==> config.mk <==
export PLATFORM = sky130hd
export DESIGN_NAME = uart_rx_core
export DESIGN_NICKNAME = d
export VERILOG_FILES = /design/src/rtl/uart_rx_core.sv
export SDC_FILE = /design/constraint.sdc
export NUM_CORES = 1
export LEC_CHECK = 0
export ABC_CLOCK_PERIOD_IN_PS = 2200
export CAP_MARGIN = 10
export CORE_UTILIZATION = 35
export CTS_CLUSTER_DIAMETER = 50
export CTS_CLUSTER_SIZE = 14
export DETAILED_ROUTE_END_ITERATION = 6
export PLACE_DENSITY = 0.53
export REMOVE_ABC_BUFFERS = 1
export SLEW_MARGIN = 40
export SYNTH_ARGS = -nofsm -noshare
export SYNTH_HDL_FRONTEND = slang
export SYNTH_SLANG_ARGS = --single-unit
==> constraint.sdc <==
create_clock -name pclk -period 2.2 [get_ports pclk]
set_input_delay 0.44 -clock pclk [delete_from_list [all_inputs] [get_ports pclk]]
set_output_delay 0.44 -clock pclk [all_outputs]
set_load 0.1 [all_outputs]
==> src/rtl/uart_rx_core.sv <==
// UART receiver: 2-FF input sync, oversampled start/data/stop sampling, one-deep holding register.
// Optional parity bit between data and stop when UART_RX_PARITY_EN is defined (adds PARITY_ODD and parity_err).
module uart_rx_core #(
  parameter int DATA_WIDTH = 8,
  parameter int CLK_DIV    = 4,
  parameter int OVERSAMPLE = 16
`ifdef UART_RX_PARITY_EN
  ,
  parameter bit PARITY_ODD = 1'b0
`endif
) (
  input  logic                  pclk,
  input  logic                  prst,
  input  logic                  rxd,
  output logic                  rx_valid,
  input  logic                  rx_ready,
  output logic [DATA_WIDTH-1:0] rx_data,
  output logic                  frame_err,
  output logic                  overrun
`ifdef UART_RX_PARITY_EN
  ,
  output logic                  parity_err
`endif
);

  localparam int DIV_W = (CLK_DIV > 1) ? $clog2(CLK_DIV) : 1;
  localparam int OS_W  = $clog2(OVERSAMPLE);
  localparam int BIT_W = (DATA_WIDTH > 1) ? $clog2(DATA_WIDTH) : 1;

  localparam logic [DIV_W-1:0] DIV_LAST = DIV_W'(CLK_DIV - 1);
  localparam logic [OS_W-1:0]  OS_MID   = OS_W'(OVERSAMPLE / 2 - 1);
  localparam logic [OS_W-1:0]  OS_LAST  = OS_W'(OVERSAMPLE - 1);
  localparam logic [BIT_W-1:0] BIT_LAST = BIT_W'(DATA_WIDTH - 1);

  typedef enum logic [2:0] {
    S_IDLE,
    S_START,
    S_DATA,
`ifdef UART_RX_PARITY_EN
    S_PARITY,
`endif
    S_STOP
  } state_t;

  state_t                  state, state_n;
  logic                    rxd_meta, rxd_s;
  logic [DIV_W-1:0]        div_cnt;
  logic                    tick;
  logic [OS_W-1:0]         os_cnt, os_n;
  logic [BIT_W-1:0]        bit_cnt, bit_n;
  logic [DATA_WIDTH-1:0]   shift, shift_n;
  logic                    char_done, ferr_c;
`ifdef UART_RX_PARITY_EN
  logic                    par_bit, par_n, perr_c;
`endif

  always_ff @(posedge pclk or posedge prst) begin
    if (prst) begin
      rxd_meta <= 1'b1;
      rxd_s    <= 1'b1;
    end else begin
      rxd_meta <= rxd;
      rxd_s    <= rxd_meta;
    end
  end

  always_ff @(posedge pclk or posedge prst) begin
    if (prst)                   div_cnt <= '0;
    else if (div_cnt == DIV_LAST) div_cnt <= '0;
    else                        div_cnt <= div_cnt + 1'b1;
  end

  assign tick = (div_cnt == DIV_LAST);

  always_ff @(posedge pclk or posedge prst) begin
    if (prst) begin
      state   <= S_IDLE;
      os_cnt  <= '0;
      bit_cnt <= '0;
      shift   <= '0;
`ifdef UART_RX_PARITY_EN
      par_bit <= 1'b0;
`endif
    end else begin
      state   <= state_n;
      os_cnt  <= os_n;
      bit_cnt <= bit_n;
      shift   <= shift_n;
`ifdef UART_RX_PARITY_EN
      par_bit <= par_n;
`endif
    end
  end

  always_comb begin
    state_n   = state;
    os_n      = os_cnt;
    bit_n     = bit_cnt;
    shift_n   = shift;
    char_done = 1'b0;
    ferr_c    = 1'b0;
`ifdef UART_RX_PARITY_EN
    par_n     = par_bit;
    perr_c    = 1'b0;
`endif
    if (tick) begin
      case (state)
        S_IDLE: begin
          os_n = '0;
          if (!rxd_s) state_n = S_START;
        end
        S_START: begin
          // Mid start bit: a line that has already gone high was only a glitch.
          if (os_cnt == OS_MID) begin
            os_n    = '0;
            bit_n   = '0;
            state_n = rxd_s ? S_IDLE : S_DATA;
          end else begin
            os_n = os_cnt + 1'b1;
          end
        end
        S_DATA: begin
          if (os_cnt == OS_LAST) begin
            os_n    = '0;
            shift_n = {rxd_s, shift[DATA_WIDTH-1:1]};
            if (bit_cnt == BIT_LAST) begin
              bit_n = '0;
`ifdef UART_RX_PARITY_EN
              state_n = S_PARITY;
`else
              state_n = S_STOP;
`endif
            end else begin
              bit_n = bit_cnt + 1'b1;
            end
          end else begin
            os_n = os_cnt + 1'b1;
          end
        end
`ifdef UART_RX_PARITY_EN
        S_PARITY: begin
          if (os_cnt == OS_LAST) begin
            os_n    = '0;
            par_n   = rxd_s;
            state_n = S_STOP;
          end else begin
            os_n = os_cnt + 1'b1;
          end
        end
`endif
        S_STOP: begin
          // Leave at mid stop bit so the next start edge is caught without delay.
          if (os_cnt == OS_LAST) begin
            os_n    = '0;
            state_n = S_IDLE;
            if (!rxd_s) ferr_c = 1'b1;
`ifdef UART_RX_PARITY_EN
            else if ((^shift ^ par_bit) != PARITY_ODD) perr_c = 1'b1;
`endif
            else char_done = 1'b1;
          end else begin
            os_n = os_cnt + 1'b1;
          end
        end
        default: begin
          state_n = S_IDLE;
          os_n    = '0;
        end
      endcase
    end
  end

  // Handshake: rx_valid/rx_data hold until a cycle with rx_valid & rx_ready; a character
  // completing while full is dropped (overrun), one completing during a handshake is loaded.
  always_ff @(posedge pclk or posedge prst) begin
    if (prst) begin
      rx_valid   <= 1'b0;
      rx_data    <= '0;
      frame_err  <= 1'b0;
      overrun    <= 1'b0;
`ifdef UART_RX_PARITY_EN
      parity_err <= 1'b0;
`endif
    end else begin
      frame_err  <= ferr_c;
      overrun    <= char_done && rx_valid && !rx_ready;
`ifdef UART_RX_PARITY_EN
      parity_err <= perr_c;
`endif
      if (char_done && !(rx_valid && !rx_ready)) begin
        rx_valid <= 1'b1;
        rx_data  <= shift;
      end else if (rx_valid && rx_ready) begin
        rx_valid <= 1'b0;
      end
    end
  end

endmodule

==> results by group, run 1 <==
Route
  • Detailed-route wire length per cell: 14.6 um
  • TritonRoute pass-1 iters: 4
  • Vias after detailed routing: 941
  • Detailed-route vias per instance: 5.06
  • Count of routing violations after the opening detailed-route iteration: 65
  • DRT antenna net count: 0
  • DRC: 0
  • Total Routed Length: 2.71 mm

Finish
  • Share of post-route cells with drive strength above 1: 36.0%
  • Nets: 143
  • Final non-filler cell area: 1800 um^2
  • Signed area change from the synthesized netlist to the final layout: 15.0%
  • Antenna Cells: 0

Run
  • Count of max-cap constraint violations: 0

Power
  • Leakage power of the design: 0.836 nW
  • Total power divided by cell area: 733 nW/um^2
  • Total Power Consumption: 1.32 mW
  • Peak VDD IR: 0.434 mV

Worst hold path
  • Startpoint of the worst hold path: rxd_meta
  • Destination of the worst hold path: rxd_s
  • Worst min path class: flop to flop
  • Worst hold stages: 0

Timing
  • Total Neg Setup Slack: 0 ps
  • Worst clock skew: 8.84 ps
  • RSZ-0062 raised after global routing: false
  • Minimum clock period after layout: 1660 ps
  • Maximum frequency from static timing analysis: 0.602 GHz
  • Final setup violation count: 0
  • Final cycle utilization of the critical path: 75.5%
  • Transition time at the pin with the least slew margin: 477 ps
  • Hold Vio Cnt, Final: 0
  • Minimum setup slack in the final design: 538 ps
  • Max-slew headroom at the worst pin: 68.2%
  • Number of slew-limit violations in the final report: 0

Setup path
  • Launching element type of the critical path: flop
  • Data required time of the worst path: 2380 ps
  • Slowest cell on the critical path: dfrtp_1
  • Number of cell instances on the worst register-to-register path: 3
  • Delay of the slowest cell on the worst path: 640 ps
  • Flop2flop setup slack: 540 ps
  • Delay-heaviest family, CP: flip-flops
  • End of the worst register-to-register path: rx_data[7]
  • Critical path class: flop to flop
  • Arrival time at the worst endpoint: 1840 ps
  • Critical-path maximum fanout: 18
  • Type of element capturing the critical path: flop
  • Cell Chain, Critical Path: and4_1, and3_4, mux2_4
  • Startpoint of the lowest-slack register-to-register path: state[1]
  • Buffers and inverters on the worst path: 0

Yosys
  • Gate count after technology mapping: 121
  • Seq/Total Area, Yosys: 51.4%
  • Warning count from the yosys run: 0
  • Async S/R FF share, synth: 100%
  • Proportion of synthesized area in mux cells: 15.9%
  • Main combinational cell family by area after synthesis: multiplexers
  • Post-synthesis area per instance: 12.9 um^2
  • Post-synthesis xor/xnor area fraction: 0%
  • Count of unique library cells instantiated by Yosys: 35
  • Netlist area before placement: 1560 um^2
  • Synth Area in Simple Gates: 10.7%
  • Primary FF master, synth: dfrtp_1
  • Synthesized-area fraction occupied by adder cells: 3.21%
  • Post-synthesis compound-gate area fraction: 11.3%
  • Number of flops mapped to enable cells by yosys: 0
  • FF+latch count, synth: 32

Clock network
  • Post-CTS setup buffer count: 0
  • CTS tree: done
  • Hold_buf cts: 0
  • Count of cells resized by post-cts repair: 0
  • CTS Buf Count: 5
  • Clock Pin Slew Worst Setup and Hold Paths: 70 ps
  • Num Clock Sinks: 32
  • Clock latency of the later-clocked register in the worst-skew pair: 290 ps
  • Maximum clock path buffer count: 2
  • Library cell used as clock root buffer: clkbuf_8
  • H-tree levels: 2

Placement
  • Placer's final routability congestion estimate: 0.728
  • Detail Placement HPWL: 1.80 mm
  • Port Buffer Count: 14
  • Standard cell area after detailed placement: 1670 um^2
  • Post-Place Worst Slack: 431 ps

Floorplanning
  • I/O pin cnt: 15
  • X dimension of the die: 68.8 um
  • Die height: 68.8 um
  • Floorplan Core Area: 4140 um^2
  • Starting Density: 37.7%
  • Die area: 4730 um^2
  • Number of rows in the core area: 23

Global route
  • Overflow after GRT: 0
  • Wire length of the first global-routing pass: 4.58 mm
  • Pin count of the biggest net entering global routing: 33
  • Via count of the first global-routing pass: 965
  • GRT Total Usage: 14.0%
  • Number of antenna violations at the first check in global routing: 0

Status
  • Result of the run: finished clean
## through the flow
step / cells / util (%) / hold WS, ps
2_1_floorplan: 111 / - / 345
3_3_place_gp: 178 / 40.3 / 347
3_5_place_dp: 178 / 40.3 / 351
4_1_cts: 186 / 43.3 / 356
5_1_grt: 186 / 43.3 / 361
6_report: 186 / 43.3 / 353
## logic make-up after synthesis
logic type | count (synthesis)
flip-flops | 32
AND/OR/NAND/NOR | 28
AO/OA/AOI/OAI | 23
buffers and inverters | 17
multiplexers | 17
adder cells (fa/ha/maj) | 4
## layout by cell type (no fill, tap or decap), drive strengths merged, types with 2 or more instances in the layout
cell	instances
dfrtp	30
mux2	17
buf	14
inv	7
clkbuf	7
nor2	6
a21oi	5
nand2	5
nand4	4
o21ai	4
ha	4
nand2b	3
o22ai	3
clkdlybuf4s50	3
and3	3
o211ai	2
a221oi	2
o2111a	2
dfstp	2
## cell usage after synthesis (2+ instances only)
master / count / area (um^2)
dfrtp_1: 30 / 751
mux2_4: 15 / 225
inv_1: 7 / 26.3
nor2_1: 6 / 22.5
a21oi_1: 5 / 25.0
nand2_1: 5 / 18.8
buf_6: 4 / 45.0
ha_1: 4 / 50.1
nand4_1: 4 / 25.0
o21ai_0: 4 / 20.0
nand2b_1: 3 / 18.8
o22ai_1: 3 / 18.8
a221oi_2: 2 / 30.0
and3_4: 2 / 22.5
buf_2: 2 / 10.0
clkbuf_1: 2 / 7.51
dfstp_2: 2 / 52.6
mux2_2: 2 / 22.5
o2111a_1: 2 / 22.5
o211ai_1: 2 / 15.0
## flip-flops by register name, indices dropped and copies added, names as in the netlist
signal and cells:
rx_data 8, shift 8, os_cnt 4, bit_cnt 3, div_cnt 2, state 2
frame_err 1, overrun 1, rx_valid 1, rxd_meta 1, rxd_s 1
## report_power, final
part / total, mW / switching, mW / internal [mW] / leakage (nW)
logic: 0.0625 / 0.0313 / 0.0312 / 0.339
clock network: 0.622 / 0.222 / 0.400 / 0.0645
registers: 0.632 / 0.0271 / 0.604 / 0.432
total: 1.32 / 0.281 / 1.04 / 0.836
## routing by layer
layer / global-route usage [%] / up-vias / wire [um]
met3: 3.95 / 7 / 107
li1: - / 451 / -
met1: 17.5 / 468 / 1350
met2: 20.6 / 15 / 1180
met5: 0 / - / 0
met4: 9.95 / 0 / 75
## worst max-delay path by stage
| stage | depth (start not counted) | end | from | slack (ps) |
|---|---|---|---|---|
| final | 3 | rx_data[7] | state[1] | 540 |
| after global placement | 4 | rx_data[5] | rx_ready | 450 |
| after global routing | 3 | rx_data[1] | state[1] | 470 |
| after floorplan | 3 | rx_data[0] | rx_valid | 440 |
| after CTS | 3 | rx_data[1] | state[1] | 540 |
| after detailed placement | 4 | rx_data[7] | rx_ready | 430 |
## worst reg2reg max path, delay by kind of cell, from the launching register on
family | cells | cell delay (ps)
and+or+nand+nor | 2 | 600
DFF | 1 | 640
muxes | 1 | 320
## area by class of cell
cell class	count	area (um^2)
clock buffers	7	96.3
repair buffers	17	135
flip-flops and latches	32	803
well taps	50	62.6
inverters	7	26.3
multi-input cells	72	642
fillers	389	2350
clock inverters	1	30.0
(Power assumes the default switching activity.)
==> inputs of run 2 (changes only) <==
--- a/config.mk
+++ b/config.mk
@@ -5,7 +5,7 @@
 export SDC_FILE = /design/constraint.sdc
 export NUM_CORES = 1
 export LEC_CHECK = 0
-export ABC_CLOCK_PERIOD_IN_PS = 2200
+export ABC_CLOCK_PERIOD_IN_PS = 1600
 export CAP_MARGIN = 10
 export CORE_UTILIZATION = 35
 export CTS_CLUSTER_DIAMETER = 50
==> constraint.sdc (replaced) <==
create_clock -name pclk -period 1.6 [get_ports pclk]
set_input_delay 0.32 -clock pclk [delete_from_list [all_inputs] [get_ports pclk]]
set_output_delay 0.32 -clock pclk [all_outputs]
set_load 0.1 [all_outputs]
==> run 2 against run 1 <==
- final cell count grew 3.2%
- clock skew shrank 2.0 ps
- via count grew 1.7%
- routed wire length shrank 3.0%
- design area grew 11%
- critical endpoint is now shift[7]
- setup slack lost 460 ps
- sequential share of layout area shrank 4.4 points
- critical path type unchanged
- largest power group unchanged
- clock power grew 34%
- largest cell class unchanged
- combinational power grew 110%
==> results by group, run 2 (synthesis gave the netlist of run 1 again) <==
Global route
  • Overflow after GRT: 0
  • Met1 GRT Util: 16.6%
  • Met3 track utilization from global routing: 3.95%
  • Met2 Track Usage GR: 21.0%
  • Number of antenna violations at the first check in global routing: 0
  • Pin count of the biggest net entering global routing: 33
  • Via count of the first global-routing pass: 959
  • Peak-usage layer in the global routing report: met2
  • Wire length of the first global-routing pass: 4.48 mm
  • GRT Total Usage: 13.4%

Finish
  • Most common cell after layout, fill and taps aside: dfrtp_1
  • Share of post-route cells with drive strength above 1: 38.7%
  • Nets: 149
  • Finished Core Util: 48.0%
  • Most frequent cells in the layout: 30 x dfrtp_1, 15 x mux2_4, 12 x buf_12
  • Largest registers: rx_data: 8 flops, shift: 8 flops, os_cnt: 4 flops
  • Antenna Cells: 0
  • Signed area change from the synthesized netlist to the final layout: 27.5%

Status
  • Result of the run: finished clean

Timing
  • Hold Vio Cnt, Final: 0
  • Maximum frequency from static timing analysis: 0.659 GHz
  • Worst clock skew: 6.84 ps
  • Number of slew-limit violations in the final report: 0
  • Final setup violation count: 0
  • Minimum setup slack in the final design: 82.8 ps
  • Transition time at the pin with the least slew margin: 234 ps
  • Minimum clock period after layout: 1520 ps
  • Max-slew headroom at the worst pin: 84.2%
  • Worst Hold Margin: 356 ps
  • RSZ-0062 raised after global routing: false
  • Final cycle utilization of the critical path: 94.8%

Setup path
  • Type of element capturing the critical path: flop
  • Arrival time at the worst endpoint: 1680 ps
  • Launching element type of the critical path: flop
  • Delay-heaviest family, CP: simple AND/OR/NAND/NOR gates
  • Data required time of the worst path: 1760 ps
  • Cell Chain, Critical Path: ha_1, and3_4, and2_4, mux2_2
  • Critical-path maximum fanout: 11
  • Slowest cell on the critical path: dfrtp_1
  • Critical path class: flop to flop
  • Buffers and inverters on the worst path: 0
  • Delay of the slowest cell on the worst path: 360 ps

Clock network
  • Hold_buf cts: 0
  • Clock latency of the later-clocked register in the worst-skew pair: 280 ps
  • Clock Pin Slew Worst Setup and Hold Paths: 60 ps
  • Post-CTS setup buffer count: 0
  • CTS Buf Count: 5
  • CTS tree: done
  • Library cell used as clock root buffer: clkbuf_8
  • Maximum clock path buffer count: 2
  • H-tree levels: 2
  • Count of cells resized by post-cts repair: 0
  • Num Clock Sinks: 32

Placement
  • Port Buffer Count: 14
  • Placer's final routability congestion estimate: 0.785
  • Post-Place Worst Slack: -29.4 ps
  • Detail Placement HPWL: 1.84 mm

Route
  • DRT antenna net count: 0
  • Detailed-route vias per instance: 4.98
  • Vias after detailed routing: 957
  • TritonRoute pass-1 iters: 4
  • Total Routed Length: 2.63 mm
  • Count of routing violations after the opening detailed-route iteration: 31
  • Detailed-route wire length per cell: 13.7 um
  • DRC: 0

Floorplanning
  • Die area: 4730 um^2
  • I/O pin cnt: 15
  • Die height: 68.8 um
  • Number of rows in the core area: 23
  • X dimension of the die: 68.8 um
  • Floorplan Core Area: 4140 um^2
  • Starting Density: 37.7%

Power
  • Total power divided by cell area: 909 nW/um^2
  • Peak VDD IR: 0.594 mV
  • Total Power Consumption: 1.81 mW
  • Leakage power of the design: 0.900 nW

Run
  • Count of max-cap constraint violations: 0

Worst hold path
  • Worst min path class: flop to flop
==> run 2: cell types whose count changed in the layout (fill, tap and decap cells not counted) <==
cell | previous run | this run
buf_12 | 0 | 12
buf_4 | 14 | 8
==> run 2: final cells by class <==
class | instances | area, um^2
clock buffer | 7 | 96.3
clock inverter | 1 | 30.0
fill | 390 | 2150
inverter | 7 | 26.3
multi-input combinational | 72 | 642
sequential | 32 | 803
tap | 50 | 62.6
timing repair buffer | 23 | 330
==> run 2: power by group <==
group          total [mW]  internal (mW)  switching [mW]
Sequential          0.843          0.832          0.0110
Clock               0.833          0.549           0.284
Combinational       0.134         0.0601          0.0742
==> run 2: path summary, 6_finish.rpt <==
kind	startpoint	endpoint	slack [ps]	cells after the start
max	os_cnt[0]	shift[7]	80	4
min	rxd_meta	rxd_s	360	0
max reg2reg	os_cnt[0]	shift[7]	80	4
min reg2reg	rxd_meta	rxd_s	360	0
max in group asynchronous	prst	rxd_meta	970	3
min in group asynchronous	prst	rx_data[4]	370	3
==> run 2: per-layer routing <==
metal	up-vias	share of wire, %
li1	466	-
met4	0	1.8
met1	472	48
met5	-	0
met3	5	3.5
met2	14	47
==> run 2: worst reg2reg max path: stages (launching register included) <==
cell and delay (ps):
dfrtp_1 360, ha_1 180, and3_4 240, and2_4 270
mux2_2 360
==> run 2: through the flow <==
stage / area, um^2 / setup TNS, ps / std cells
after floorplan: 1470 / -1400 / 111
after CTS: 1990 / 0 / 192
after detailed placement: 1860 / -184 / 184
after global routing: 1990 / 0 / 192
after global placement: 1860 / -116 / 184
final: 1990 / 0 / 192
